<file path="config.mk">
export PLATFORM = sky130hd
export DESIGN_NAME = control_pipe
export DESIGN_NICKNAME = d
export VERILOG_FILES = /design/src/rtl/control_pipe.sv
export SDC_FILE = /design/constraint.sdc
export NUM_CORES = 1
export LEC_CHECK = 0
export ABC_AREA = 1
export CORE_AREA = 2 2 39 41
export CTS_CLUSTER_DIAMETER = 40
export DETAILED_ROUTE_END_ITERATION = 12
export DIE_AREA = 0 0 41 43
export GPL_TIMING_DRIVEN = 0
export PLACE_DENSITY = 0.67
export SLEW_MARGIN = 20
export SYNTH_ARGS = -nofsm -noshare
export SYNTH_HDL_FRONTEND = slang
export SYNTH_SLANG_ARGS = --single-unit
</file>
<file path="constraint.sdc">
create_clock -name clk -period 0.8 [get_ports clk]
set_input_delay 0.12 -clock clk [delete_from_list [all_inputs] [get_ports clk]]
set_output_delay 0.12 -clock clk [all_outputs]
set_load 0.02 [all_outputs]
</file>
<file path="src/rtl/control_pipe.sv">
// Purpose : decode an opcode into a control bundle and carry it through the
//           Execute, Memory and Writeback stage registers of a 5-stage core.
// Latency : Decode->Execute 1 cycle, ->Memory 2 cycles, ->Writeback 3 cycles.
// Backpr. : stallD or a taken branch (PCSrcE) inserts a bubble into Execute;
//           the Memory and Writeback stages never stall.
//
// Ports
//   clk, reset            clock; asynchronous active-low reset
//   opcodeD, validD       Decode-stage opcode and its valid qualifier
//   stallD                hazard stall: Decode holds, Execute gets a bubble
//   PCSrcE                taken branch resolved in Execute
//   opcodeE, PCSE, regWE, memWriteSrcE, flagUpdateE, illegalE
//                         Execute-stage control bundle
//   regWM, memWriteM      Memory-stage write enables
//   regWW                 Writeback-stage register write enable
//   flushD                combinational copy of PCSrcE for Fetch/Decode
//   branchCnt             taken-branch counter, only when CTRL_PERF_CNT_EN
//
// Build option: define CTRL_PERF_CNT_EN to add the 16-bit taken-branch
// counter and its branchCnt output port.

module control_pipe (
    input  logic        clk,
    input  logic        reset,
    input  logic [3:0]  opcodeD,
    input  logic        validD,
    input  logic        stallD,
    input  logic        PCSrcE,
    output logic [3:0]  opcodeE,
    output logic        PCSE,
    output logic        regWE,
    output logic        memWriteSrcE,
    output logic        flagUpdateE,
    output logic        regWM,
    output logic        memWriteM,
    output logic        regWW,
    output logic        flushD,
    output logic        illegalE
`ifdef CTRL_PERF_CNT_EN
    ,
    output logic [15:0] branchCnt
`endif
);

    typedef struct packed {
        logic pcs;
        logic regw;
        logic memws;
        logic flag;
        logic illegal;
    } ctrl_t;

    typedef struct packed {
        logic [3:0] opcode;
        ctrl_t      ctrl;
    } ex_t;

    localparam logic [3:0] OP_NOP = 4'b0111;
    localparam ctrl_t      CTRL_NONE = '0;
    localparam ex_t        EX_BUBBLE = '{opcode: OP_NOP, ctrl: CTRL_NONE};

    // Zero-flag based write suppression lives in the condition logic, so
    // this block never suppresses on its own.
    localparam logic FLAG_SUPPRESS = 1'b0;

    // ------------------------------------------------------------------
    // Decode
    // ------------------------------------------------------------------
    ctrl_t dec_ctrl;

    always_comb begin
        dec_ctrl = CTRL_NONE;
        case (opcodeD)
            4'b0000, 4'b0001, 4'b0010, 4'b0011: begin
                dec_ctrl.regw = 1'b1;
                dec_ctrl.flag = 1'b1;
            end
            4'b0100: dec_ctrl.regw  = 1'b1;    // load
            4'b0101: dec_ctrl.memws = 1'b1;    // store
            4'b0110: dec_ctrl.flag  = 1'b1;    // compare
            4'b0111: dec_ctrl       = CTRL_NONE; // nop
            4'b1000, 4'b1001: dec_ctrl.pcs = 1'b1; // branch / branch-not-equal
            default: dec_ctrl.illegal = 1'b1;  // 1010-1111 undefined
        endcase
    end

    // ------------------------------------------------------------------
    // Execute register
    // ------------------------------------------------------------------
    ex_t ex_d, ex_q;

    always_comb begin
        ex_d = EX_BUBBLE;
        // A taken branch squashes the wrong-path Decode instruction; a stall
        // or an invalid Decode slot also injects a bubble. All three collapse
        // into the same single bubble when they coincide.
        if (!PCSrcE && !stallD && validD) begin
            ex_d.opcode = opcodeD;
            ex_d.ctrl   = dec_ctrl;
        end
    end

    // ------------------------------------------------------------------
    // Memory register
    // ------------------------------------------------------------------
    logic regw_m_d, regw_m_q;
    logic memw_m_d, memw_m_q;

    always_comb begin
        // Illegal instructions decode with no writes; the extra gate keeps
        // that guarantee local to the stage that commits the enables.
        regw_m_d = ex_q.ctrl.regw  & ~PCSrcE & ~FLAG_SUPPRESS & ~ex_q.ctrl.illegal;
        memw_m_d = ex_q.ctrl.memws & ~PCSrcE & ~FLAG_SUPPRESS & ~ex_q.ctrl.illegal;
    end

    // ------------------------------------------------------------------
    // Writeback register
    // ------------------------------------------------------------------
    logic regw_w_d, regw_w_q;

    always_comb begin
        regw_w_d = regw_m_q;
    end

    always_ff @(posedge clk or negedge reset) begin
        if (!reset) begin
            ex_q     <= EX_BUBBLE;
            regw_m_q <= 1'b0;
            memw_m_q <= 1'b0;
            regw_w_q <= 1'b0;
        end else begin
            ex_q     <= ex_d;
            regw_m_q <= regw_m_d;
            memw_m_q <= memw_m_d;
            regw_w_q <= regw_w_d;
        end
    end

    // ------------------------------------------------------------------
    // Optional taken-branch counter
    // ------------------------------------------------------------------
`ifdef CTRL_PERF_CNT_EN
    logic [15:0] branch_cnt_d, branch_cnt_q;

    always_comb begin
        branch_cnt_d = branch_cnt_q;
        if (PCSrcE) begin
            branch_cnt_d = branch_cnt_q + 16'd1;  // natural wrap at 0xFFFF
        end
    end

    always_ff @(posedge clk or negedge reset) begin
        if (!reset) begin
            branch_cnt_q <= 16'd0;
        end else begin
            branch_cnt_q <= branch_cnt_d;
        end
    end

    assign branchCnt = branch_cnt_q;
`endif

    // ------------------------------------------------------------------
    // Outputs
    // ------------------------------------------------------------------
    assign opcodeE      = ex_q.opcode;
    assign PCSE         = ex_q.ctrl.pcs;
    assign regWE        = ex_q.ctrl.regw;
    assign memWriteSrcE = ex_q.ctrl.memws;
    assign flagUpdateE  = ex_q.ctrl.flag;
    assign illegalE     = ex_q.ctrl.illegal;
    assign regWM        = regw_m_q;
    assign memWriteM    = memw_m_q;
    assign regWW        = regw_w_q;
    assign flushD       = PCSrcE;

endmodule

</file>
==> impl_metrics.json <==
{
  "ys_types": 10,
  "violations": "negative setup slack",
  "worstSetupEndpointType": "primary output",
  "final_common_cell": "buf_6",
  "diodes": 0,
  "routedWlPerCell_um": 9.00,
  "root_buffer": "clkbuf_4",
  "cp-start-kind": "register",
  "dpl.cell_count": 76,
  "r2r-start": "illegalE$_DFF_PN0_",
  "critPathLaunch": "opcodeE[1]$_DFF_PN1_",
  "place_congestion": 0.660,
  "yosys_warnings": 0,
  "drt_wl_total_um": 729,
  "setup_viol": 12,
  "grt_pass1_vias": 320,
  "rsz0062_at_grt": "true",
  "cp_top_family": "flip-flops",
  "hold_path_class": "input pin to asynchronous set/reset pin",
  "ys_seq_area_frac": 0.717,
  "finalCriticalPeriod_ns": 1.02,
  "cts.sinks": 12,
  "fmax_mhz": 983,
  "clk_latency_ns": 0.26,
  "htree_num_levels": 1,
  "grt_overflow_total": 0,
  "synth_area_um2": 424,
  "finalCritPeriodShare": 1.27,
  "final_layout_size_suffix_gt1_frac": 0.400,
  "grt_antenna_before_repair": 0,
  "p_int_uw": 967,
  "io_pins": 22,
  "cp.arrival_ns": 0.90,
  "drcViolationCount": 0,
  "p_sw_uw": 258,
  "slew_viol_final": 0,
  "slew_headroom": 0.659,
  "p_leak_nw": 0.374,
  "final_cells": 81,
  "status": "finished, violations left",
  "io_buffers": 21,
  "core_region_area_um2": 1380,
  "area_growth_pct": 70.2,
  "combPwrFrac": 0.111,
  "cp.depth": 1,
  "worst_pin_slew_ns": 0.510,
  "ys_ff_latch": 12,
  "track_usage": 0.110,
  "die_area_um2": 1760,
  "critPathBufInv": 1,
  "fp.dieH_um": 43,
  "clock_skew_ns": 0.00302,
  "grt_pass1_wl_um": 1230,
  "maxCapViolations": 0,
  "drt_iter0_drc": 5,
  "cts.hold.buffers_added": 0,
  "initial_utilization": 0.307,
  "place_hpwl_um": 579,
  "slowest_stage": "dfstp_2",
  "final_cell_mix": "buf_6 (12), dfrtp_1 (9), nor2_1 (8)",
  "crit_chain": "buf_6",
  "clk_path_buf_depth": 2,
  "peakVddDrop_uv": 785,
  "clk_pin_slew_ns": 0.07,
  "cts_made_buffers": 3,
  "synth_cells": 39,
  "critPathMaxFanout": 1,
  "post_synth.cell_area_avg_um2": 10.9,
  "seqPwrFrac": 0.510,
  "cts_tree": "built",
  "fin_nets": 75,
  "vias": 327,
  "slowest_delay_ns": 0.53,
  "hold_viol": 0,
  "layout_setup_ws_ns": -0.217,
  "cp.required_ns": 0.68,
  "syn-num-nets": 48,
  "post-place-ws_ns": -0.731,
  "placementRows": 14,
  "worstSetupPathType": "register to primary output",
  "p_per_area_nw_per_um2": 1700,
  "worstRegToRegCells": 2,
  "vias_per_cell": 4.04,
  "reg2reg_to": "regWM$_DFF_PN0_",
  "total_power_mw": 1.22,
  "drt-pass1-iter-count": 4,
  "drtAntennaViolNets": 0,
  "switching_share": 0.211,
  "r2r_slack_ns": 0.05,
  "die_w_um": 41,
  "grt_max_degree": 13,
  "power_frac_clock": 0.378
}
logic make-up after synthesis:
kind of cell | count (synthesis) | synth area share
and+or+nand+nor | 18 | 0.192
DFF | 12 | 0.717
buffers and inverters | 8 | 0.0797
AOI/OAI and AO/OA | 1 | 0.0118
state kept, by name, summed over array words and instances (netlist names):
register      count
opcodeE           4
PCSE              1
flagUpdateE       1
illegalE          1
memWriteM         1
memWriteSrcE      1
regWE             1
regWM             1
regWW             1
cell usage after synthesis:
master,count,share of area
dfrtp_1,9,0.53
nor2_1,8,0.071
inv_1,7,0.062
nand2_1,4,0.035
dfstp_2,3,0.19
nand3_1,3,0.035
nor3b_1,2,0.035
a21oi_1,1,0.012
buf_4,1,0.018
nor2_2,1,0.015
layer usage:
metal / vias up / share of wire / track usage
met4: 0 / 0.023 / 0.120
met1: 141 / 0.39 / 0.122
met5: - / 0 / 0
li1: 168 / - / -
met2: 16 / 0.51 / 0.150
met3: 2 / 0.073 / 0.0314
power groups by stage:
stage	registers, mW	clock network [mW]	logic, mW
2_1_floorplan	0.649	0	0.0316
3_3_place_gp	0.635	0	0.132
3_5_place_dp	0.635	0	0.135
4_1_cts	0.625	0.487	0.137
5_1_grt	0.626	0.510	0.151
6_report	0.625	0.463	0.136
metrics by stage:
step,setup TNS [ns],hold slack (ns),utilization,instance area (µm²)
after floorplan,0,-0.176,-,424
after global placement,-6.98,0.363,0.473,654
after detailed placement,-7.63,0.368,0.473,654
after CTS,-1.69,0.166,0.514,712
after global routing,-1.88,0.180,0.522,722
final,-1.50,0.188,0.522,722
repair_timing:
action                                  in CTS  in global routing
gates resized for setup                     79                  2
cloned                                       0                  0
endpoints found under the setup margin      13                 14
setup buffers                                1                  0
hold endpoints to repair                     0                  0
how the worst max path moves through the flow:
stage,to,slack (ns)
final,opcodeE[1],-0.22
after global routing,opcodeE[1],-0.25
after CTS,opcodeE[1],-0.23
after detailed placement,flushD,-0.73
after global placement,flushD,-0.72
after floorplan,memWriteM$_DFF_PN0_,0.09
cell type report:
cell class	instances	area, µm²
inverter	7	26.3
clock buffer	4	36.3
sequential	12	304
fill	133	662
buffer	1	7.51
timing repair buffer	22	231
tap	16	20.0
multi-input combinational	19	96.3
Power figures use the tool's default switching activity.
